**src/rtl/exe_mem_pipe_stage.sv**
```systemverilog
// EXE->MEM elastic pipeline stage: valid/ready handshake with a 2-entry skid buffer.
// Optional stall/bubble performance counters are enabled by defining EXE_MEM_PERF_CNT_EN.
module exe_mem_pipe_stage #(
   parameter int unsigned DATA_W = 32,
   parameter int unsigned DEST_W = 4,
   parameter int unsigned CNT_W  = 16
) (
   input  logic              clk,
   input  logic              rst,
   input  logic              flush,
   input  logic              freeze,
   input  logic              in_valid,
   output logic              in_ready,
   input  logic              in_wb_en,
   input  logic              in_mem_r_en,
   input  logic              in_mem_w_en,
   input  logic [DATA_W-1:0] in_alu_result,
   input  logic [DEST_W-1:0] in_dest,
   input  logic [DATA_W-1:0] in_val_rm,
   output logic              out_valid,
   input  logic              out_ready,
   output logic              out_wb_en,
   output logic              out_mem_r_en,
   output logic              out_mem_w_en,
   output logic [DATA_W-1:0] out_alu_result,
   output logic [DEST_W-1:0] out_dest,
   output logic [DATA_W-1:0] out_val_rm,
   output logic [CNT_W-1:0]  stall_cnt,
   output logic [CNT_W-1:0]  bubble_cnt
);

   typedef struct packed {
      logic              wb_en;
      logic              mem_r_en;
      logic              mem_w_en;
      logic [DATA_W-1:0] alu_result;
      logic [DEST_W-1:0] dest;
      logic [DATA_W-1:0] val_rm;
   } bundle_t;

   typedef enum logic [1:0] {EMPTY = 2'd0, ONE = 2'd1, FULL = 2'd2} state_t;

   state_t  r_state, w_next_state;
   bundle_t r_main, r_skid, w_in_bundle;
   logic    r_in_ready;
   logic    w_in_fire, w_out_fire, w_out_valid;
   logic    w_load_main_in, w_load_main_skid, w_load_skid;

   assign w_in_bundle = '{wb_en: in_wb_en, mem_r_en: in_mem_r_en, mem_w_en: in_mem_w_en,
                          alu_result: in_alu_result, dest: in_dest, val_rm: in_val_rm};

   // Ready comes from a flop; freeze only masks it, so no path from out_ready reaches EXE.
   assign in_ready    = r_in_ready & ~freeze;
   assign w_out_valid = (r_state != EMPTY) & ~freeze;
   assign w_in_fire   = in_valid & in_ready;
   assign w_out_fire  = w_out_valid & out_ready;

   always_comb begin
      w_next_state     = r_state;
      w_load_main_in   = 1'b0;
      w_load_main_skid = 1'b0;
      w_load_skid      = 1'b0;
      if (flush) begin
         w_next_state = EMPTY;
      end else if (!freeze) begin
         unique case (r_state)
            EMPTY: if (w_in_fire) begin
               w_next_state   = ONE;
               w_load_main_in = 1'b1;
            end
            ONE: begin
               if (w_in_fire && w_out_fire) begin
                  w_load_main_in = 1'b1;
               end else if (w_in_fire) begin
                  w_next_state = FULL;
                  w_load_skid  = 1'b1;
               end else if (w_out_fire) begin
                  w_next_state = EMPTY;
               end
            end
            FULL: if (w_out_fire) begin
               w_next_state     = ONE;
               w_load_main_skid = 1'b1;
            end
            default: w_next_state = EMPTY;
         endcase
      end
   end

   always_ff @(posedge clk or posedge rst) begin
      if (rst) begin
         r_state    <= EMPTY;
         r_in_ready <= 1'b1;
      end else begin
         r_state    <= w_next_state;
         r_in_ready <= (w_next_state != FULL);
      end
   end

   always_ff @(posedge clk or posedge rst) begin
      if (rst) begin
         r_main <= '0;
         r_skid <= '0;
      end else begin
         if (w_load_main_in) begin
            r_main <= w_in_bundle;
         end else if (w_load_main_skid) begin
            r_main <= r_skid;
         end
         if (w_load_skid) begin
            r_skid <= w_in_bundle;
         end else if (w_load_main_skid) begin
            r_skid <= '0;
         end
      end
   end

   assign out_valid      = w_out_valid;
   assign out_wb_en      = w_out_valid & r_main.wb_en;
   assign out_mem_r_en   = w_out_valid & r_main.mem_r_en;
   assign out_mem_w_en   = w_out_valid & r_main.mem_w_en;
   assign out_alu_result = r_main.alu_result;
   assign out_dest       = r_main.dest;
   assign out_val_rm     = r_main.val_rm;

`ifdef EXE_MEM_PERF_CNT_EN
   logic [CNT_W-1:0] r_stall_cnt, r_bubble_cnt;

   // Saturating counters; flush deliberately leaves them untouched.
   always_ff @(posedge clk or posedge rst) begin
      if (rst) begin
         r_stall_cnt  <= '0;
         r_bubble_cnt <= '0;
      end else begin
         if (w_out_valid && !out_ready && (r_stall_cnt != '1)) begin
            r_stall_cnt <= r_stall_cnt + 1'b1;
         end
         if (!freeze && !w_out_valid && (r_bubble_cnt != '1)) begin
            r_bubble_cnt <= r_bubble_cnt + 1'b1;
         end
      end
   end

   assign stall_cnt  = r_stall_cnt;
   assign bubble_cnt = r_bubble_cnt;
`else
   assign stall_cnt  = '0;
   assign bubble_cnt = '0;
`endif

endmodule

```
**config.mk**
```make
export PLATFORM = sky130hd
export DESIGN_NAME = exe_mem_pipe_stage
export DESIGN_NICKNAME = d
export VERILOG_FILES = /design/src/rtl/exe_mem_pipe_stage.sv
export SDC_FILE = /design/constraint.sdc
export NUM_CORES = 1
export LEC_CHECK = 0
export BUFFER_PORTS_ARGS = -buffer_cell sky130_fd_sc_hd__buf_2
export CORE_MARGIN = 8
export CORE_UTILIZATION = 54
export CTS_BUF_LIST = sky130_fd_sc_hd__clkbuf_16
export CTS_CLUSTER_SIZE = 24
export DETAILED_ROUTE_END_ITERATION = 16
export PLACE_DENSITY = 0.81
export SLEW_MARGIN = 25
export SYNTH_ARGS = -nofsm -noshare
export SYNTH_HDL_FRONTEND = slang
export SYNTH_SLANG_ARGS = --single-unit
```
**constraint.sdc**
```tcl
create_clock -name clk -period 6.26 [get_ports clk]
set_input_delay 1.252 -clock clk [delete_from_list [all_inputs] [get_ports clk]]
set_output_delay 1.252 -clock clk [all_outputs]
set_load 0.05 [all_outputs]
```
# After elaboration in Yosys (flattened, before gate mapping)
# Index checks and enable logic that the tools add are counted.
# classes
eq_ne,3
muxes,25
bitwise,8
n_reduce_logical,5
# ops
cell,count
$mux 71,4
$mux 2,7
$mux 1,12
$and 1x1->1,7
$pmux 2 s3,1
$reduce_bool 2->1,3
$eq 2x1->1 const B,1
$eq 2x2->1 const B,1
$logic_not 2->1,1
$ne 2x2->1 const B,1
$pmux 1 s2,1
$logic_and 1x1->1,1
$not 1->1,1
# totals
register_bits,145

# Logic depth before layout (Yosys ltp)
# Gate-level depths: netlist of the first run.
# depth
ltp_word,10
ltp_mapped,7
ltp_nobuf,3

# Worst setup path after synthesis of the first run
# No wires, ideal clock.
# synth_path
path_type,input to output
start,input freeze
end,output out_mem_r_en
t_arrival_ps,2656
t_required_ps,5008
slack_ps,2352
stages,3
path_buffers,1
path_cell_list,buf_4 nor2_1 and2_1
# synth_via
elab_chain_cells,3
# synth_rtl
item,line,text
start: declaration,11,"input logic freeze,"
$not 1->1,54,assign w_out_valid = (r_state != EMPTY) & ~freeze;
$and 1x1->1,54,
via out_valid,20,"output logic out_valid,"
$and 1x1->1,120,assign out_mem_r_en = w_out_valid & r_main.mem_r_en;
end: declaration,23,"output logic out_mem_r_en,"
# The timed path passes the listed nets, and every way through them passes these cells.

# Worst setup path after layout of the first run
# layout_path
start,input flush
end,register r_main (netlist bit out_alu_result[27])
# layout_via
elab_chain_cells,2
word_cells_on_any_way,4
cone_classes,mux (3); reduce/logical (1)
# layout_rtl
item,line,text
start: declaration,10,"input logic flush,"
$mux 1,63,if (flush) begin
$mux 71 / $reduce_bool 2->1 (equally long branches),n/a,
end signal: assignment,106,r_main <= w_in_bundle;
end signal: assignment,108,r_main <= r_skid;
end: declaration,44,"bundle_t r_main, r_skid, w_in_bundle;"
# Parallel ways exist; a longest one is shown, timed or not.
# A chain may end at the register's enable or synchronous reset.

==> flow_summary.json, run 1 <==
{
  "start_util_pct": 54.7,
  "cts_resized": 0,
  "cellLeakagePower_nw": 3.37,
  "skew_ps": 10.2,
  "fin_ws_ps": 2700,
  "yosysUniqueCellTypes": 31,
  "drt_iter0_drc": 834,
  "grt_max_degree": 91,
  "power.density_nw_per_um2": 393,
  "dr.pass1.iters": 6,
  "globalplace.congestion": 0.778,
  "swShare_pct": 37.3,
  "final_antenna_net_count": 0,
  "seqCellArea_um2": 3630,
  "wl_um": 20100,
  "start_kind": "input port",
  "slew_violations": 0,
  "area_growth_pct": 8.57,
  "drc_errors": 0,
  "cp_data_required_time_ps": 6510,
  "cp-end-kind": "register",
  "die_h_um": 131,
  "nFillCells": 1130,
  "cts_setup_buffers": 0,
  "cts_max_level": 4,
  "grt_pass1_vias": 6211,
  "vias": 6020,
  "dp_slack_ps": 2350,
  "cts.sinks": 145,
  "finalNonFillerCells": 930,
  "rsz0062_at_grt": "false",
  "internal-power_mw": 1.92,
  "relSlewSlack_pct": 33.1,
  "cap_violations": 0,
  "vdd_drop_max_v": 0.000225,
  "mappedNetlistArea_um2": 7180,
  "p_switching_mw": 1.14,
  "status": "finished, final reports clean",
  "clkSlewWorstSetupHoldPaths_ps": 60,
  "portBuffers": 149,
  "ctsHoldBuffers": 0,
  "coreArea_um2": 13100,
  "num_antenna_cells": 0,
  "dpl_cell_area_um2": 7280,
  "p_seq_share_pct": 41.9,
  "hold_path.class": "reg2reg",
  "comb_power_share_pct": 28.8,
  "synth.yosys.seq_area_share_pct": 50.5,
  "worst_pin_slew_ps": 1000,
  "numPlacedInstances": 898,
  "setup_tns_ps": 0,
  "ios": 182,
  "cts_max_path_buffers": 2,
  "root_buffer": "clkbuf_16",
  "synthFlopType": "dfrtp_1",
  "synthArstFlopShare_pct": 100,
  "finalInstanceArea_um2": 7800,
  "multi_input_area_um2": 2590,
  "synth.most_common_cell": "dfrtp_1",
  "nNetsFinal": 818,
  "worst-path-max-fanout": 90,
  "overflow": 0,
  "grtUsageTotal_pct": 22.9,
  "netlist_top_cells_count": "dfrtp_1, buf_4, o21ai_0",
  "antenna_found_initial": 1,
  "synth.top_cell.area_share_pct": 50.2,
  "via_per_inst": 6.47,
  "place_hpwl_um": 11600,
  "fin_crit_sh_pct": 56.9,
  "synth-edff-count": 0,
  "drive_above_1_share_pct": 25.6,
  "numCtsBuffers": 17,
  "worstPathArrival_ps": 3810,
  "ys_ff_latch": 145,
  "hold_viol_final": 0,
  "syn_inst": 712,
  "wire_per_inst_um": 21.6,
  "grt_pass1_wl_um": 32600,
  "die-area_um2": 17200,
  "setup-violations-final": 0,
  "yosys_warnings": 0,
  "synth_area_leaders": "dfrtp_1, buf_4, a22o_1",
  "post-route-min-period_ps": 3560,
  "fmax_mhz": 281,
  "clkLatencyLatePin_ps": 420,
  "pwr-share-clk_pct": 29.2,
  "total_power_mw": 3.06,
  "critical_path_class": "in2reg",
  "syn_area_per_cell_um2": 10.1,
  "cts_tree": "built",
  "synth_top_cell_by_area": "dfrtp_1",
  "fp.dieW_um": 131,
  "rows": 42
}
## logic make-up (layout without fill, tap and decap cells)
logic type             Yosys count  after routing  synth area share [%]
AO/OA/AOI/OAI                  221            221                  20.6
buffers and inverters          182            193                  15.8
AND/OR/NAND/NOR                163            163                  13.1
flip-flops                     145            145                  50.5
other                            1             32                0.0522
## metal layers
layer,vias to the layer above,wire [µm],global-route usage [%]
met5,-,13,0
met3,30,1860,6.82
met4,2,331,9.44
met1,3019,8370,30.0
met2,370,9550,34.7
li1,2599,-,-
## metrics by stage
step	hold WS (ps)	util [%]
6_report	499	59.4
5_1_grt	516	59.4
4_1_cts	501	59.4
3_5_place_dp	481	55.4
3_3_place_gp	482	55.4
2_1_floorplan	465	-
## final timing paths
kind                                   startpoint                        endpoint  slack [ps]  depth (start not counted)
setup / recovery                            flush  out_alu_result[27]$_DFFE_PP0P_        2700                          5
hold / removal             r_skid[48]$_DFFE_PP0P_          r_skid[48]$_DFFE_PP0P_         500                          1
setup reg to reg             r_state[1]$_DFF_PP0_  out_alu_result[27]$_DFFE_PP0P_        3330                          5
hold reg to reg            r_skid[48]$_DFFE_PP0P_          r_skid[48]$_DFFE_PP0P_         500                          1
max in group asynchronous                     rst   out_alu_result[4]$_DFFE_PP0P_        3960                          3
min in group asynchronous                     rst          r_skid[49]$_DFFE_PP0P_         950                          2
## cell type report
class,count,share of cell area [%]
multi-input cells,416,33.3
clock buffers,17,5.46
repair buffers,159,10.6
inverters,2,0.160
well taps,176,2.82
flip-flops and latches,145,46.6
clock inverters,15,1.14
## cells in the final DEF (no fill, tap or decap), types with 2 or more instances in the layout
cell       count
buf_2        148
dfrtp_1      144
o21ai_0       73
a22o_1        71
nand3_1       71
nor4_1        71
a31oi_1       71
conb_1        32
clkbuf_16     17
buf_4         10
inv_1          6
clkinv_2       5
nor2_1         4
and2_1         4
clkinv_1       3
nand4bb_4      2
nand2_1        2
a21oi_1        2
## worst max-delay path: stages
cell	delay [ps]
buf_4	440
buf_4	760
or3_2	550
buf_4	590
a31oi_1	180
## sequential cells by signal, indices dropped and copies added (netlist names)
signal	flops
r_state	2
r_skid	71
r_in_ready	1
out_val_rm	32
out_alu_result	32
out_dest	4
r_main	3
## power groups by stage
stage          registers [mW]  logic [mW]  clock network, mW
2_1_floorplan            1.25       0.850                  0
3_3_place_gp             1.28       0.863                  0
3_5_place_dp             1.29       0.884                  0
4_1_cts                  1.28       0.888              0.910
5_1_grt                  1.31       0.933              0.957
6_report                 1.29       0.884              0.896
Power figures use the tool's default switching activity.
==> inputs of run 2 (changes only) <==
- clock period: 6.26 -> 3.5 ns (I/O delays scaled with it)
==> run 2 against run 1 <==
- via count rose by 0.96%
- non-clock buffer count grew 5
- critical path depth decreased by 1
- design area increased by 2.6%
- total power increased by 94%
- clock power up 130%
- setup slack worse by 1600 ps
- critical path type is now reg2out
- largest cell class unchanged
- count of clock-buffer cells in the layout unchanged
- critical endpoint is now out_mem_w_en
==> flow_summary.json, run 2 (same netlist as run 1, synthesis figures left out) <==
{
  "wl_met3_um": 1820,
  "nNetsFinal": 823,
  "ctsHoldBuffers": 0,
  "num_antenna_cells": 0,
  "die_h_um": 131,
  "cellLeakagePower_nw": 3.44,
  "drc_errors": 0,
  "vias": 6078,
  "fmax_mhz": 408,
  "grt_pass1_wl_um": 32900,
  "worst-path-max-fanout": 10,
  "cts_resized": 0,
  "fin_crit_sh_pct": 70.0,
  "cts_max_path_buffers": 2,
  "regMostFlops": "r_skid",
  "die-area_um2": 17200,
  "cts_tree": "built",
  "dr.pass1.iters": 5,
  "grtUsageTotal_pct": 23.0,
  "vdd_drop_max_v": 0.000347,
  "critical_path_class": "reg2out",
  "overflow": 0,
  "setup_tns_ps": 0,
  "via_per_inst": 6.51,
  "final_antenna_net_count": 0,
  "hold_path.class": "in2async",
  "grt_pass1_vias": 6345,
  "power.density_nw_per_um2": 744,
  "worst_pin_slew_ps": 884,
  "relSlewSlack_pct": 41.1,
  "rsz0062_at_grt": "false",
  "nFillCells": 1100,
  "slew_violations": 0,
  "clkSlewWorstSetupHoldPaths_ps": 60,
  "grt_max_degree": 83,
  "final_common_cell": "buf_2",
  "drt_iter0_drc": 658,
  "met1Wirelength_um": 8430,
  "wl_met2_um": 9220,
  "start_util_pct": 54.7,
  "cp-end-kind": "output pin",
  "antenna_found_initial": 0,
  "wire_per_inst_um": 21.3,
  "cts_setup_buffers": 0,
  "multi_input_area_um2": 2580,
  "place_hpwl_um": 12100,
  "start_kind": "register",
  "cts.sinks": 145,
  "hold_viol_final": 0,
  "cap_violations": 0,
  "worstPathArrival_ps": 1750,
  "root_buffer": "clkbuf_16",
  "clkLatencyLatePin_ps": 420,
  "drive_above_1_share_pct": 26.6,
  "cts_max_level": 4,
  "skew_ps": 7.84,
  "setup-violations-final": 0,
  "top_layer": "met4",
  "area_growth_pct": 11.4,
  "final_cell_mix": "buf_2, dfrtp_1, o21ai_0",
  "portBuffers": 149,
  "globalplace.congestion": 0.777,
  "fin_util_pct": 60.9,
  "status": "finished, final reports clean",
  "largest_reg_flops": 71,
  "ios": 182,
  "post-route-min-period_ps": 2450,
  "wl_um": 19900,
  "cp_data_required_time_ps": 2800,
  "seqCellArea_um2": 3630,
  "coreArea_um2": 13100,
  "fp.dieW_um": 131,
  "numCtsBuffers": 17,
  "rows": 42
}
[run 2: changes by cell type in the layout (fill, tap and decap cells not counted), sizes merged]
cell and change:
bufinv +6, clkinv -5, inv -5, clkinvlp +3, buf +5
[run 2: cell type report]
class / instances / area share (%)
Sequential cell: 145 / 45.4
Multi-Input combinational cell: 416 / 32.3
Timing Repair Buffer: 164 / 11.1
Clock buffer: 17 / 5.32
Clock inverter: 14 / 3.07
Tap cell: 176 / 2.75
Inverter: 2 / 0.141
[run 2: final timing paths]
path,startpoint,end,slack [ps],cells past startpoint
setup / recovery,r_state[0]$_DFF_PP0_,out_mem_w_en,1050,4
hold / removal,rst,r_skid[8]$_DFFE_PP0P_,450,2
setup reg to reg,r_state[0]$_DFF_PP0_,out_dest[2]$_DFFE_PP0P_,1270,4
hold reg to reg,r_skid[30]$_DFFE_PP0P_,r_skid[30]$_DFFE_PP0P_,500,1
max in group asynchronous,rst,out_alu_result[1]$_DFFE_PP0P_,2190,3
min in group clk,r_skid[30]$_DFFE_PP0P_,r_skid[30]$_DFFE_PP0P_,500,1
[run 2: power breakdown]
group	internal (mW)	switching [mW]	total, mW
combinational	0.433	1.15	1.58
clock	1.39	0.692	2.08
sequential	2.07	0.224	2.29
total	3.89	2.07	5.95
[run 2: through the flow]
step | worst slack, ps | cell area, µm² | power (mW) | hold WS [ps] | std cells
after CTS | 1080 | 8000 | 5.98 | 456 | 934
after detailed placement | 847 | 7330 | 3.89 | 483 | 903
final | 1050 | 8000 | 5.95 | 454 | 934
after global placement | 932 | 7330 | 3.83 | 482 | 903
after global routing | 955 | 8000 | 6.18 | 503 | 934
after floorplan | 696 | 7300 | 3.75 | 465 | 743
[run 2: layer usage]
metal | vias up | GRT usage, %
li1 | 2615 | -
met1 | 3026 | 29.8
met2 | 397 | 35.5
met3 | 40 | 6.40
met4 | 0 | 9.70
met5 | - | 0
[run 2: worst max-delay path: stages, from the launching register on]
cell	delay (ps)
dfrtp_1	550
nor2_1	80
nor2_1	240
and2_1	200
buf_2	270
==> inputs of run 3 (changes only) <==
- clock period: 3.5 -> 2.55 ns (I/O delays scaled with it)
==> run 3 against run 2 <==
- non-clock buffer count stayed put
- combinational power rose by 37%
- first-iteration DRC count is 1.8% lower
==> flow_summary.json, run 3 (same netlist as run 1, synthesis figures left out) <==
{
  "skew_ps": 7.39,
  "cts_max_level": 4,
  "wl_um": 19700,
  "cts_max_path_buffers": 2,
  "setup-violations-final": 0,
  "hold_path.class": "in2async",
  "root_buffer": "clkbuf_16",
  "fin_hold_ws_ps": 310,
  "cp_data_required_time_ps": 2040,
  "cap_violations": 0,
  "start_kind": "register",
  "rrSetupSlack_ps": 590,
  "wire_per_inst_um": 21.1,
  "area_growth_pct": 9.74,
  "drt_iter0_drc": 646,
  "nNetsFinal": 823,
  "path_buf_inv": 1,
  "final_common_cell": "buf_2",
  "grt_max_degree": 146,
  "worstPathArrival_ps": 1680,
  "rows": 42,
  "grtUsageTotal_pct": 22.6,
  "place_hpwl_um": 11600,
  "cts_tree": "built",
  "drc_errors": 0,
  "worst-path-max-fanout": 10,
  "post-route-min-period_ps": 2190,
  "hold_viol_final": 0,
  "cp_slowest_cell": "dfrtp_1",
  "largest_reg_flops": 71,
  "relSlewSlack_pct": 42.0,
  "slew_violations": 0,
  "worst_pin_slew_ps": 870,
  "clkSlewWorstSetupHoldPaths_ps": 60,
  "num_antenna_cells": 0,
  "drive_above_1_share_pct": 26.8,
  "critical_path_class": "reg2out",
  "rsz0062_at_grt": "false",
  "ctsHoldBuffers": 0,
  "regMostFlops": "r_skid",
  "grt_pass1_vias": 6175,
  "fin_crit_sh_pct": 85.8,
  "final_cell_mix": "buf_2, dfrtp_1, o21ai_0",
  "antenna_found_initial": 0,
  "vdd_drop_max_v": 0.000492,
  "status": "finished, final reports clean",
  "vias": 6082,
  "die-area_um2": 17200,
  "ios": 182,
  "final_antenna_net_count": 0,
  "via_per_inst": 6.51,
  "fmax_mhz": 457,
  "cts.sinks": 145,
  "setup_tns_ps": 0,
  "clkLatencyLatePin_ps": 420,
  "power.density_nw_per_um2": 974,
  "overflow": 0,
  "grt_pass1_wl_um": 32200,
  "worstPathCellList": "nor2_1 -> nor2_1 -> and2_1 -> buf_2",
  "cp-end-kind": "output pin",
  "dr.pass1.iters": 5,
  "cts_setup_buffers": 0,
  "cts_resized": 0,
  "path_delay_family": "flip-flops",
  "fin_util_pct": 60.0,
  "die_h_um": 131,
  "globalplace.congestion": 0.745,
  "start_util_pct": 54.7,
  "fp.dieW_um": 131,
  "numCtsBuffers": 17,
  "portBuffers": 149,
  "coreArea_um2": 13100,
  "cellLeakagePower_nw": 3.39,
  "crit_top_cell": "nor2_1",
  "max_stage_delay_ps": 520
}
-- run 3: changes by cell type in the layout (fill, tap and decap cells not counted) --
cell,change
clkinv_2,+5
clkinv_1,-1
bufinv_16,-5
clkinv_4,+2
clkinvlp_4,-1
-- run 3: area by class of cell --
type | instances | area, µm²
Fill cell | 1066 | 5260
Inverter | 2 | 11.3
Multi-Input combinational cell | 416 | 2580
Clock buffer | 17 | 425
Tap cell | 176 | 220
Timing Repair Buffer | 164 | 886
Sequential cell | 145 | 3630
Clock inverter | 14 | 126
-- run 3: path summary, 6_finish.rpt --
kind,to,from,cells past startpoint
hold reg to reg,r_skid[6]$_DFFE_PP0P_,r_skid[6]$_DFFE_PP0P_,1
max in group asynchronous,r_skid[25]$_DFFE_PP0P_,rst,3
setup reg to reg,r_state[0]$_DFF_PP0_,r_state[0]$_DFF_PP0_,4
min in group clk,r_skid[8]$_DFFE_PP0P_,in_val_rm[8],2
setup / recovery,out_mem_w_en,r_state[0]$_DFF_PP0_,4
hold / removal,out_dest[3]$_DFFE_PP0P_,rst,3
-- run 3: power breakdown --
part | switching, mW | internal (mW) | leakage (nW)
Clock | 0.943 | 1.41 | 0.282
Sequential | 0.311 | 2.83 | 1.75
Combinational | 1.58 | 0.595 | 1.36
Total | 2.83 | 4.84 | 3.39
-- run 3: per-stage QoR --
step	total power [mW]	std cells	setup WS, ps	cell area (µm²)
final	7.68	934	362	7880
after global routing	7.98	934	227	7880
after floorplan	5.15	743	126	7300
after CTS	7.71	934	347	7880
after detailed placement	5.33	903	500	7330
after global placement	5.26	903	530	7330
-- run 3: routing by layer --
metal / part of all wire (%) / vias up / wire length [µm] / track usage, %
li1: - / 2615 / - / -
met1: 41 / 3005 / 8020 / 29.3
met5: 0 / - / 0 / 0
met3: 9.9 / 37 / 1960 / 6.82
met2: 47 / 425 / 9270 / 34.1
met4: 2.4 / 0 / 469 / 10.8
-- run 3: tightest hold or removal path, stage by stage --
cell	delay, ps
buf_2	110
clkinvlp_4	70
buf_12	530
